===== src/rtl/arm_flag_unit.sv =====
// ARM N/Z/C/V status-flag register with condition-code evaluation.
// Commits ALU or MSR flag results on the clock edge and feeds C back as carry-in.
module arm_flag_unit #(
  parameter logic [3:0] RESET_FLAGS = 4'b0000
) (
  input  logic       clk,
  input  logic       rst_n,
  input  logic       en,
  input  logic       flush,
  input  logic [3:0] cond,
  input  logic [3:0] alu_op,
  input  logic       s_bit,
  input  logic       alu_nf,
  input  logic       alu_zf,
  input  logic       alu_cf,
  input  logic       alu_vf,
  input  logic       sh_cout,
  input  logic       msr_we,
  input  logic [3:0] msr_flags,
  output logic       nf_q,
  output logic       zf_q,
  output logic       cf_q,
  output logic       vf_q,
  output logic       cin,
  output logic       cond_pass,
  output logic       flags_upd
);

  logic [3:0] flags_q;
  logic [3:0] flags_d;
  logic       upd_q;
  logic       upd_d;
  logic       is_logical_s;
  logic       is_compare_s;
  logic       gate_s;

  assign nf_q      = flags_q[3];
  assign zf_q      = flags_q[2];
  assign cf_q      = flags_q[1];
  assign vf_q      = flags_q[0];
  assign cin       = flags_q[1];
  assign flags_upd = upd_q;

  // Condition decode against the registered flags only (no forwarding of alu_*).
  always_comb begin
    cond_pass = 1'b0;
    case (cond)
      4'b0000: cond_pass = zf_q;
      4'b0001: cond_pass = ~zf_q;
      4'b0010: cond_pass = cf_q;
      4'b0011: cond_pass = ~cf_q;
      4'b0100: cond_pass = nf_q;
      4'b0101: cond_pass = ~nf_q;
      4'b0110: cond_pass = vf_q;
      4'b0111: cond_pass = ~vf_q;
      4'b1000: cond_pass = cf_q & ~zf_q;
      4'b1001: cond_pass = ~cf_q | zf_q;
      4'b1010: cond_pass = (nf_q == vf_q);
      4'b1011: cond_pass = (nf_q != vf_q);
      4'b1100: cond_pass = ~zf_q & (nf_q == vf_q);
      4'b1101: cond_pass = zf_q | (nf_q != vf_q);
      4'b1110: cond_pass = 1'b1;
      4'b1111: cond_pass = 1'b0;
      default: cond_pass = 1'b0;
    endcase
  end

  // Opcode class: logical ops take C from the shifter and keep V.
  always_comb begin
    is_logical_s = 1'b0;
    case (alu_op)
      4'b0000, 4'b0001, 4'b1000, 4'b1001,
      4'b1100, 4'b1101, 4'b1110, 4'b1111: is_logical_s = 1'b1;
      default:                            is_logical_s = 1'b0;
    endcase
  end

  assign is_compare_s = (alu_op[3:2] == 2'b10);
  assign gate_s       = en & ~flush & cond_pass;

  // Next-state selection; MSR takes priority over an ALU commit in the same cycle.
  always_comb begin
    flags_d = flags_q;
    upd_d   = 1'b0;
    if (gate_s && msr_we) begin
      flags_d = msr_flags;
      upd_d   = 1'b1;
    end else if (gate_s && (s_bit || is_compare_s)) begin
      if (is_logical_s) begin
        flags_d = {alu_nf, alu_zf, sh_cout, flags_q[0]};
      end else begin
        flags_d = {alu_nf, alu_zf, alu_cf, alu_vf};
      end
      upd_d = 1'b1;
    end else begin
      flags_d = flags_q;
      upd_d   = 1'b0;
    end
  end

  // Flag register and update pulse.
  always_ff @(posedge clk or negedge rst_n) begin
    if (!rst_n) begin
      flags_q <= RESET_FLAGS;
      upd_q   <= 1'b0;
    end else begin
      flags_q <= flags_d;
      upd_q   <= upd_d;
    end
  end

endmodule


===== config.mk =====
export PLATFORM = sky130hd
export DESIGN_NAME = arm_flag_unit
export DESIGN_NICKNAME = d
export VERILOG_FILES = /design/src/rtl/arm_flag_unit.sv
export SDC_FILE = /design/constraint.sdc
export NUM_CORES = 1
export LEC_CHECK = 0
export ABC_AREA = 1
export CAP_MARGIN = 40
export CORE_MARGIN = 2
export CORE_UTILIZATION = 40
export DETAILED_ROUTE_END_ITERATION = 8
export GPL_TIMING_DRIVEN = 0
export PLACE_DENSITY = 0.92
export SETUP_SLACK_MARGIN = 0.02
export SYNTH_ARGS = -nofsm -noshare
export SYNTH_HDL_FRONTEND = slang
export SYNTH_SLANG_ARGS = --single-unit

===== constraint.sdc =====
create_clock -name clk -period 3.45 [get_ports clk]
set_clock_uncertainty 0.1 [all_clocks]
set_input_delay 0.345 -clock clk [delete_from_list [all_inputs] [get_ports clk]]
set_output_delay 0.345 -clock clk [all_outputs]
set_load 0.02 [all_outputs]

==> run metrics <==
combinational cell fraction of total power ~63%; worst slew pin tran ~0.39 ns; CTS tree built; Syn Area/Cell 6.20 um2; Core ar. approximately 0.0013 mm2; mapped cell area 552 um2; worst hold path type input pin to asynchronous set/reset pin; complex-gate fraction of the synthesized area 11.8%; I/O pin count 30; Hold-fix buffers, CTS 0; largest family of logic cells by synthesized area simple AND/OR/NAND/NOR gates; met1 usage 20.1%; RSZ-0062 raised after global routing false; critical path, cell by cell clkdlybuf4s50_1 > nor2_2 > nand3_1 > nand2_1 > inv_1 > nand2_1 > nand2_1 > nand3_2 > nand2_2 > nand3_4 > clkdlybuf4s50_1; setup tns final 0 ns; n_diodes 0; dpl cells 132; Data required, critical path 3.00 ns; Unique masters post-synth 18; dpl cell area approximately 850 um2; post-DR vias/cell 4.93; sequential share of the synthesized area 22.7%; Final Instance Area 877 um2; die height between 40 and 50 um; Rows 13; Layout area overhead 59.0%; worst-path maximum fanout 5; Slowest cell on crit path clkdlybuf4s50_1; final core occ between 60% and 70%; multiplexer share of the synthesized area 1.81%; total CTS buffers 3; die footprint roughly 0.0017 mm2; Reg power frac a little under a quarter; min Tclk post-route 2.65 ns; simple-gate portion of the synthesized area 52.2%; Synthesized Nets around 110; grt ovf 0; final hold vios 0; non-filler cells, final about 140; fin. max-slew vios 0; first-pass GRT wire length 2070 um; CTS sink cnt 5; gp weighted congestion 0.741; antenna viol nets, final 0; Bufs and invs on worst path 3; Adder-Cell Fraction of Synth Area 0%; detailed placer's ending HPWL 1160 um; Reg clk slew, reported paths around 0.050 ns; Worst slew margin 73.8%; Vias between 600 and 700; leading cell type in the layout, fill and taps excluded clkdlybuf4s50_1; Top Usage Layer GRT met2; Crit path largest cell delay 0.61 ns; critical path type input pin to output pin; cell family with most CP delay buffers and inverters; Mapped Cells 89; DP Worst Slack 0.802 ns; most used cell, CP nand2_1; Die X around 40 um; commonest cells after routing, fill and taps aside 28 x clkdlybuf4s50_1, 26 x nand2_1, 13 x inv_1; MaxCap Viol Count 0; largest net degree at the start of global routing 8; Internal between 0.2 and 0.3 mW; worst setup margin 0.797 ns; gr usage total 19.4%; period utilization between 70% and 80%; Clock power frac 13.5%; GR Layer Usage met2 a little over a third; Post-Synth XOR/XNOR Area 0%; GRT met3 Usage 6.52%; outcome finished clean; Filler cells 110; worst vdd ir slightly above 700 uV; yosys warns 0; layout cells sized above 1 a little over an eighth; clk_lat worst skew 0.24 ns; Iter 0 DRT Violations 15; Post CTS Setup Buffer Count 0; port bufs 28; Post-Route WL approximately 1400 um; initial antenna violation count 0; fmax 377 MHz; Clk Tree Root Cell clkbuf_4; sw frac 45.3%; Leak 0.438 nW; type of origin of the critical path input pin; Layout Nets 145; Max Buffers Root-to-Sink 2; post_cts resized 0; vias in the first global route about 540; Seq cells post-synth 5; CP arrival 2.21 ns; drt wl/cell 10.3 um; starting density of the core 42.4%; P per Cell Area 561 mW/mm2; htree depth 1; sw power 0.223 mW; # DRC 0; Pre-Repair DR Iteration Count 4; CP Capture Type output pin; Setup Viol. Count Final 0
[flip-flops by register name, summed over array words and instances, names as in the netlist]
register	count
flags_upd	1
flags_q	4
[power groups by stage]
stage / combinational, mW / clock (mW) / sequential (mW)
2_1_floorplan: 0.158 / 0 / 0.137
3_3_place_gp: 0.303 / 0 / 0.112
3_5_place_dp: 0.312 / 0 / 0.113
4_1_cts: 0.313 / 0.0699 / 0.113
5_1_grt: 0.340 / 0.0751 / 0.117
6_report: 0.312 / 0.0665 / 0.113
[worst paths after layout]
check | startpoint | end | slack, ns | cells after the start
worst min register to register | flags_q[0] | flags_q[0] | 0.53 | 2
max in group asynchronous | rst_n | flags_q[1] | 2.84 | 1
min in group clk | flags_q[0] | flags_q[0] | 0.53 | 2
worst min-delay path | rst_n | flags_q[0] | 0.22 | 1
worst max-delay path | cond[1] | cond_pass | 0.80 | 11
worst max register to register | flags_q[3] | flags_q[1] | 1.78 | 13
[per-stage QoR]
| stage | power, mW | hold slack, ns |
|---|---|---|
| 2_1_floorplan | 0.295 | -0.0506 |
| 3_3_place_gp | 0.415 | 0.477 |
| 3_5_place_dp | 0.425 | 0.476 |
| 4_1_cts | 0.497 | 0.221 |
| 5_1_grt | 0.532 | 0.239 |
| 6_report | 0.492 | 0.224 |
[cells by family (layout without fill, tap and decap cells)]
logic type	after synthesis	count (layout)
and+or+nand+nor	55	55
buffers and inverters	16	48
AOI/OAI and AO/OA	12	12
DFF	5	5
muxes	1	1
[cells in the mapped netlist]
cell type  count  area, um2
dfrtp_1        5        125
a21oi_1        2       10.0
nor2_1        10       37.5
o21ai_0        3       15.0
nand3_2        2       20.0
mux2i_1        1       10.0
nor2_8         1       20.0
inv_1         13       48.8
o211ai_1       2       15.0
buf_4          1       7.51
o21ai_1        5       25.0
nand3_4        2       35.0
nand4_1        1       6.26
nor2_2         3       18.8
nand3_1        8       40.0
inv_2          2       7.51
nand2_1       26       97.6
nand2_2        2       12.5
[routing by layer]
metal	wire [um]	vias to the layer above
met2	719	17
met5	0	-
met1	588	305
met4	14	0
met3	75	2
li1	-	347
[area by class of cell]
class / count / area (um2) / area share, %
Sequential cell: 5 / 125 / 14.3
Tap cell: 15 / 18.8 / 2.14
Multi-Input combinational cell: 68 / 363 / 41.4
Buffer: 1 / 7.51 / 0.856
Clock buffer: 4 / 26.3 / 3.00
Inverter: 15 / 56.3 / 6.42
Timing Repair Buffer: 28 / 280 / 32.0
No activity file was read; power rests on OpenSTA's default activity.
